## config.mk

```make
export PLATFORM = sky130hd
export DESIGN_NAME = psum_drain
export DESIGN_NICKNAME = d
export VERILOG_FILES = /design/src/rtl/psum_drain.sv
export SDC_FILE = /design/constraint.sdc
export NUM_CORES = 1
export LEC_CHECK = 0
export CAP_MARGIN = 20
export CORE_ASPECT_RATIO = 0.9
export CORE_UTILIZATION = 54
export DETAILED_ROUTE_END_ITERATION = 10
export GPL_TIMING_DRIVEN = 0
export PLACE_DENSITY_LB_ADDON = 0.1
export SLEW_MARGIN = 25
export SYNTH_ARGS = -nofsm -noshare
export SYNTH_HDL_FRONTEND = slang
export SYNTH_SLANG_ARGS = --single-unit
export TNS_END_PERCENT = 10
```

## constraint.sdc

```tcl
create_clock -name clk -period 4.4 [get_ports clk]
set_input_delay 0.66 -clock clk [delete_from_list [all_inputs] [get_ports clk]]
set_output_delay 0.66 -clock clk [all_outputs]
set_load 0.05 [all_outputs]
```

## src/rtl/psum_drain.sv

```systemverilog
// De-skews the bottom-row partial sums of the systolic array, requantizes each lane
// from the P to the A fixed-point format and queues aligned rows on a valid/ready stream.
module psum_drain #(
  parameter int unsigned N_COLS     = 4,
  parameter int unsigned P_BITWIDTH = 40,
  parameter int unsigned P_FRAC_BIT = 14,
  parameter int unsigned A_BITWIDTH = 16,
  parameter int unsigned A_FRAC_BIT = 8,
  parameter int unsigned FIFO_DEPTH = 4
) (
  input  logic                             clk,
  input  logic                             rst,
  input  logic                             in_valid,
  input  logic [N_COLS*P_BITWIDTH-1:0]     p_i,
  output logic                             out_valid,
  input  logic                             out_ready,
  output logic [N_COLS*A_BITWIDTH-1:0]     out_data,
  output logic [$clog2(FIFO_DEPTH):0]      fifo_count,
  output logic                             ovf,
  input  logic                             ovf_clr
);

  localparam int unsigned Sh   = P_FRAC_BIT - A_FRAC_BIT;
  localparam int unsigned PtrW = $clog2(FIFO_DEPTH);
  localparam int unsigned CntW = PtrW + 1;
  localparam int unsigned RowW = N_COLS * A_BITWIDTH;

  if (N_COLS < 2) begin : g_bad_cols
    $error("psum_drain: N_COLS must be at least 2");
  end
  if (P_FRAC_BIT <= A_FRAC_BIT) begin : g_bad_frac
    $error("psum_drain: P_FRAC_BIT must exceed A_FRAC_BIT");
  end
  if ((FIFO_DEPTH < 2) || ((FIFO_DEPTH & (FIFO_DEPTH - 1)) != 0)) begin : g_bad_depth
    $error("psum_drain: FIFO_DEPTH must be a power of 2 and at least 2");
  end

  // ---------------------------------------------------------------------------
  // Skew tracking: vd[j] is in_valid delayed by j cycles, i.e. lane j is live.
  // ---------------------------------------------------------------------------
  logic [N_COLS-1:0] vd;
  logic [N_COLS-1:1] vld_q;

  assign vd = {vld_q, in_valid};

  always_ff @(posedge clk) begin
    if (rst) begin
      vld_q <= '0;
    end else begin
      vld_q <= vd[N_COLS-2:0];
    end
  end

  // ---------------------------------------------------------------------------
  // De-skew: lane j rides N_COLS-1-j registers; each stage only moves when the
  // row it belongs to is passing, so idle lanes do not toggle.
  // ---------------------------------------------------------------------------
  logic [P_BITWIDTH-1:0] lane_al [N_COLS];

  for (genvar j = 0; j < N_COLS - 1; j++) begin : g_lane
    localparam int Stages = N_COLS - 1 - j;
    logic [P_BITWIDTH-1:0] stg_q [Stages];

    always_ff @(posedge clk) begin
      if (vd[j]) begin
        stg_q[0] <= p_i[j*P_BITWIDTH +: P_BITWIDTH];
      end
      for (int k = 1; k < Stages; k++) begin
        if (vd[j+k]) begin
          stg_q[k] <= stg_q[k-1];
        end
      end
    end

    assign lane_al[j] = stg_q[Stages-1];
  end

  assign lane_al[N_COLS-1] = p_i[(N_COLS-1)*P_BITWIDTH +: P_BITWIDTH];

  // ---------------------------------------------------------------------------
  // Aligned row register
  // ---------------------------------------------------------------------------
  logic [P_BITWIDTH-1:0] row_q [N_COLS];
  logic                  row_valid_q;

  always_ff @(posedge clk) begin
    if (vd[N_COLS-1]) begin
      row_q <= lane_al;
    end
  end

  always_ff @(posedge clk) begin
    if (rst) begin
      row_valid_q <= 1'b0;
    end else begin
      row_valid_q <= vd[N_COLS-1];
    end
  end

  // ---------------------------------------------------------------------------
  // Requantization: round half toward +inf, then saturate to the A range.
  // One guard bit on the add keeps the rounding increment from wrapping.
  // ---------------------------------------------------------------------------
  logic [RowW-1:0]              q_row;
  logic signed [P_BITWIDTH:0]   rnd;
  logic signed [P_BITWIDTH:0]   ext;
  logic signed [P_BITWIDTH:0]   shv;

  always_comb begin
    q_row       = '0;
    rnd         = '0;
    rnd[Sh-1]   = 1'b1;
    ext         = '0;
    shv         = '0;
    for (int j = 0; j < N_COLS; j++) begin
      ext = $signed({row_q[j][P_BITWIDTH-1], row_q[j]}) + rnd;
      shv = ext >>> Sh;
      if (!shv[P_BITWIDTH] && (|shv[P_BITWIDTH-1:A_BITWIDTH-1])) begin
        q_row[j*A_BITWIDTH +: A_BITWIDTH] = {1'b0, {(A_BITWIDTH-1){1'b1}}};
      end else if (shv[P_BITWIDTH] && !(&shv[P_BITWIDTH-1:A_BITWIDTH-1])) begin
        q_row[j*A_BITWIDTH +: A_BITWIDTH] = {1'b1, {(A_BITWIDTH-1){1'b0}}};
      end else begin
        q_row[j*A_BITWIDTH +: A_BITWIDTH] = shv[A_BITWIDTH-1:0];
      end
    end
  end

  // ---------------------------------------------------------------------------
  // Output FIFO; occupancy count separates full from empty.
  // ---------------------------------------------------------------------------
  logic [RowW-1:0] mem_q [FIFO_DEPTH];
  logic [PtrW-1:0] wr_ptr_q, wr_ptr_d;
  logic [PtrW-1:0] rd_ptr_q, rd_ptr_d;
  logic [CntW-1:0] cnt_q, cnt_d;
  logic            ovf_q, ovf_d;
  logic            full, rd_en, wr_en, drop;

  always_comb begin
    full     = (cnt_q == CntW'(FIFO_DEPTH));
    rd_en    = (cnt_q != '0) && out_ready;
    // A full FIFO still takes the row when the head leaves in the same cycle.
    wr_en    = row_valid_q && (!full || rd_en);
    drop     = row_valid_q && full && !rd_en;
    wr_ptr_d = wr_en ? wr_ptr_q + PtrW'(1) : wr_ptr_q;
    rd_ptr_d = rd_en ? rd_ptr_q + PtrW'(1) : rd_ptr_q;
    cnt_d    = cnt_q + CntW'(wr_en) - CntW'(rd_en);
    if (drop) begin
      ovf_d = 1'b1;
    end else if (ovf_clr) begin
      ovf_d = 1'b0;
    end else begin
      ovf_d = ovf_q;
    end
  end

  always_ff @(posedge clk) begin
    if (rst) begin
      wr_ptr_q <= '0;
      rd_ptr_q <= '0;
      cnt_q    <= '0;
      ovf_q    <= 1'b0;
    end else begin
      wr_ptr_q <= wr_ptr_d;
      rd_ptr_q <= rd_ptr_d;
      cnt_q    <= cnt_d;
      ovf_q    <= ovf_d;
    end
  end

  always_ff @(posedge clk) begin
    if (wr_en) begin
      mem_q[wr_ptr_q] <= q_row;
    end
  end

  assign out_valid  = (cnt_q != '0);
  assign out_data   = out_valid ? mem_q[rd_ptr_q] : '0;
  assign fifo_count = cnt_q;
  assign ovf        = ovf_q;

endmodule
```

# Yosys cells after proc, flatten, opt, wreduce, memory -nomap -nowiden
# Memory sizes are Yosys's and may differ from the RTL's. A register that Yosys moved wholly into a read port is not among the register bits.
# Cells that the tools add are included.
# Widths: inputs -> output; s select.
word_totals:
  word_cells: 74
  mem_count: 4
  out_inout_bits: 69
  ram_bits: 496
  regBits: 52
  in_bits: 165
classes:
  n_mux: 21
  eq_ne: 1
  n_reduce_logical: 33
  addsub: 8
mem_list:
  columns: ["memory", "words", "width", "read_ports", "rd_ports_with_merged_regs", "wr", "line_no", "source"]
  rows:
  - ["mem_q", 4, 64, 1, 1, 1, "131", "logic [RowW-1:0] mem_q [FIFO_DEPTH];"]
  - ["g_lane[0].stg_q", 3, 40, 3, 1, 3, "62", "logic [P_BITWIDTH-1:0] stg_q [Stages];"]
  - ["g_lane[1].stg_q", 2, 40, 2, 1, 2, "62", null]
  - ["g_lane[2].stg_q", 1, 40, 1, 1, 1, "62", null]
op_table:
  columns: ["operator", "count"]
  rows:
  - ["$add 40x7->41 const B", 4]
  - ["$mux 16", 8]
  - ["$reduce_and 20->1", 4]
  - ["$reduce_or 20->1", 4]
  - ["$mux 64", 1]
  - ["$logic_and 1x1->1", 12]
  - ["$logic_not 1->1", 10]
  - ["$mux 1", 10]
  - ["$add 2x1->2 const B", 2]
  - ["$mux 2", 2]
  - ["$add 3x1->3", 1]
  - ["$eq 3x3->1 const B", 1]
  - ["$reduce_bool 3->1", 1]
  - ["$sub 3x1->3", 1]
  - ["$reduce_bool 2->1", 1]
  - ["$logic_or 1x1->1", 1]

# Longest topological paths before layout
depth:
  depth_word: 6
  mapped_depth: 11
  mapped_depth_nobuf: 10

# Least setup slack after synthesis
# OpenSTA, ideal clock, no wires.
synth_timing:
  kind: "register -> register"
  startpoint: "reg vld_q[3] (netlist bit)"
  endpoint: "reg row_q[100] (netlist bit) (read register of g_lane[1].stg_q), enable pin"
  slack_ns: 0.539
  stages_incl_launch_ff: 1
  n_path_buf: 0
  period_less_slack_ns: 3.861
  required_time_ns: 3.888
  setup_ns: 0.512
  arrival_ns: 3.348
  path_cell_list: "dfxtp_1"
synth_lines:
  columns: ["element", "line_no", "source"]
  rows:
  - ["start: declaration", "42", "logic [N_COLS-1:1] vld_q;"]
  - ["start signal: assignment", "50", "vld_q <= vd[N_COLS-2:0];"]
  - ["end: declaration", "83", "logic [P_BITWIDTH-1:0] row_q [N_COLS];"]
# No word-level cell between the ends.

==> run_results.csv <==
group,metric,value,unit
drt,dr.pass1.iters,5,
min_path,hold_path_startpoint,"in_valid",
drt,drc_errors,0,
drt,m1WireLength,19800,um
global_routing,grt_pass1_vias,12800,
global_routing,grt_max_degree,60,
critical_path,crit_required,3740,ps
synthesis,synth_top_family_by_area,"simple AND/OR/NAND/NOR gates",
pwr,sequentialPowerShare,44.5,%
floorplan,die_x,227,um
sta,drv_slew,0,
synthesis,synth_fa_ha_area_share,0.592,%
job,maxCapViolCount,0,
min_path,worstHoldPathType,"input port to register",
critical_path,reg2reg_depth,11,
synthesis,ys_warn_count,0,
pwr,comb_power_share,21.9,%
clocking,clk_pin_slew,60,ps
status,outcome,"finished clean",
global_routing,antenna_found_initial,0,
clocking,numCtsBuffers,58,
placement,pre_cts_slack,501,ps
placement,io_buffers,213,
pwr,leakage,0.00935,uW
final_layout,fillers,3084,
final_layout,fin_area,0.0296,sq mm
placement,place_area,0.0277,sq mm
synthesis,synth_compound_area_share,3.52,%
synthesis,synth-simple-area-share,9.94,%
pwr,clkPwrFrac,33.6,%
synthesis,syn-cell-area,0.0245,sq mm
synthesis,synth.distinct_cells,74,
pwr,intPower,10800,uW
global_routing,grtUsageTotal,19.9,%
clocking,post_cts_buffers,0,
sta,setup_ws,319,ps
global_routing,grt_pass1_wl,70000,um
drt,routed.top_layer,"met4",
drt,drt_wl_total,44800,um
synthesis,ys_seq_area_share,75.3,%
final_layout,drive_gt1_share,12.2,%
floorplan,io_pins,234,
clocking,cts_buffer_depth,3,
sta,hold_slack,347,ps
critical_path,crit_buf_inv,3,
pwr,p_sw_share,27.9,%
synthesis,synth_commonest_cells,"edfxtp_1 (606), and2_1 (73), mux4_2 (64), nor2_1 (62), nand2_1 (57)",
sta,fin_skew,13.7,ps
sta,min_period_over_period,92.7,%
clocking,htree_levels,2,
clocking,clkLatencyLatePin,620,ps
floorplan,die_area,0.0463,sq mm
critical_path,cpPeakStageDelay,710,ps
critical_path,path_class,"register to output port",
critical_path,crit_family,"buffers and inverters",
critical_path,timing.rr.end,"mem_q[0][52]",
synthesis,synth.ff_latch_count,620,
sta,rsz0062_at_grt,"false",
critical_path,arrival,3420,ps
final_layout,fin_nets,1882,
sta,tightest_slew,828,ps
pwr,vdd_ir_drop_max,333,uV
placement,gp_congestion,0.837,
sta,slew_headroom,44.8,%
synthesis,synth_enable_flop_cells,606,
drt,postRouteAntennaNets,0,
placement,hpwl,30100,um
clocking,ctsHoldBuffers,0,
sta,fmax,245,MHz
clocking,cts_tree,"done",
min_path,min_to,"g_lane[0].stg_q[0][10]",
sta,timing_hold_violations_final,0,
synthesis,avgSynthCellArea,17.2,sq um
drt,viasPerCell,5.52,
global_routing,grt-ovfl-total,0,
floorplan,initial_core_util,55.2,%
synthesis,synth_fp_nets,1599,
min_path,whs_path_depth,1,
floorplan,fp.dieH,204,um
floorplan,core,0.0445,sq mm
synthesis,synthMuxAreaShare,6.35,%
floorplan,rows,73,
clocking,numClockSinks,620,
synthesis,ys.flop_type,"edfxtp_1",
synthesis,synth_top_area_share,74.2,%
synthesis,ys_top_cells_by_area,"edfxtp_1 (74%), mux4_2 (5.9%), and2_1 (1.9%), xor2_1 (1.6%), xnor2_1 (1.5%)",
synthesis,yosysMostFrequentCell,"edfxtp_1",
drt,wl_met2,21800,um
synthesis,synth_largest_area_cell,"edfxtp_1",
synthesis,synthXorXnorAreaFrac,3.14,%
final_layout,final_util,66.6,%
final_layout,syn_to_final_growth,20.8,%
final_layout,diodes,0,
critical_path,path_max_fanout,10,
critical_path,crit_path_end_kind,"output port",
pwr,p_switching,4190,uW
sta,fin_crit,4080,ps
critical_path,r2r_slack,600,ps
critical_path,slowest_stage,"clkdlybuf4s50_1",
synthesis,syn_inst,1423,
pwr,p_per_area,506,mW/mm^2
sta,setup_violations,0,
critical_path,crit_chain,"clkbuf_2, buf_1, mux4_2, and2_1, clkdlybuf4s50_1",
drt,vias,13000,
critical_path,worstSetupStartpointType,"register",
drt,wl_met3,2130,um
synthesis,async_reset_ff_share,0,%
critical_path,r2r_start,"row_q[5]",
drt,post_drt_wl_per_cell,19.1,um
drt,drt_first_iter_violations,947,
clocking,clockRootBuffer,"clkbuf_16",
-- cells by family after synthesis --
logic type / after synthesis
DFF: 620
and+or+nand+nor: 431
AOI/OAI and AO/OA: 132
xor gates and xnor gates: 87
muxes: 75
buffers and inverters: 67
adders and majority gates: 11
-- cell type report --
cell class / instances / area (sq um) / share of cell area [%]
clock inverter: 40 / 440 / 1.49
multi-input combinational: 736 / 5790 / 19.5
inverter: 20 / 75.1 / 0.253
tap: 600 / 751 / 2.53
clock buffer: 67 / 1490 / 5.01
timing repair buffer: 223 / 2360 / 7.98
sequential: 620 / 18500 / 62.4
buffer: 47 / 234 / 0.790
-- cell usage in the layout (no fill, tap or decap), drive strengths merged, types with 54 or more instances in the layout --
cell | synthesis | layout
a21oi | 59 | 59
and2 | 73 | 73
clkbuf | 29 | 98
clkdlybuf4s50 | 0 | 212
edfxtp | 606 | 606
mux4 | 64 | 64
nand2 | 58 | 58
nand3 | 55 | 55
nand4 | 54 | 54
nor2 | 63 | 63
-- sequential cells by signal, summed over array words and instances, names as in the netlist, named ones only --
name and flops:
row_valid_q 1, g_lane.stg_q 210, wr_ptr_q 2, ovf 1, rd_ptr_q 2, fifo_count 3
vld_q 3, mem_q 256, row_q 140
-- per-layer routing --
layer,global-route usage [%],vias up
met2,32.3,315
met4,6.78,0
li1,-,6192
met1,27.5,6416
met5,0,-
met3,3.26,68
-- worst max-delay path by stage --
stage	endpoint	depth (start not counted)	start	slack (ps)
global route	out_data[3]	5	register	110
detailed placement	out_data[33]	5	register	500
finish	out_data[5]	5	register	320
global placement	row_q[117]	0	vld_q[3]	-820
CTS	out_data[5]	5	register	-130
floorplan	row_q[100]	0	vld_q[3]	540
-- what timing repair did --
item	in CTS	in global routing
pin swaps	0	0
resized for setup	6	6
setup endpoints to repair	60	33
cloned	0	0
-- stage by stage --
stage	power, uW	setup TNS, ps	cells
after floorplan	8940	0	1423
after global placement	10100	-218860	2236
after detailed placement	10100	0	2246
after CTS	15200	-2570	2353
after global routing	15500	0	2353
final	15000	0	2353
-- power by group through the flow --
stage | Clock (uW) | Sequential [uW] | Combinational (uW)
after floorplan | 0 | 6840 | 2100
after global placement | 0 | 6830 | 3260
after detailed placement | 0 | 6790 | 3320
after CTS | 5160 | 6670 | 3350
after global routing | 5380 | 6680 | 3480
final | 5030 | 6670 | 3280
(Power assumes the default switching activity.)
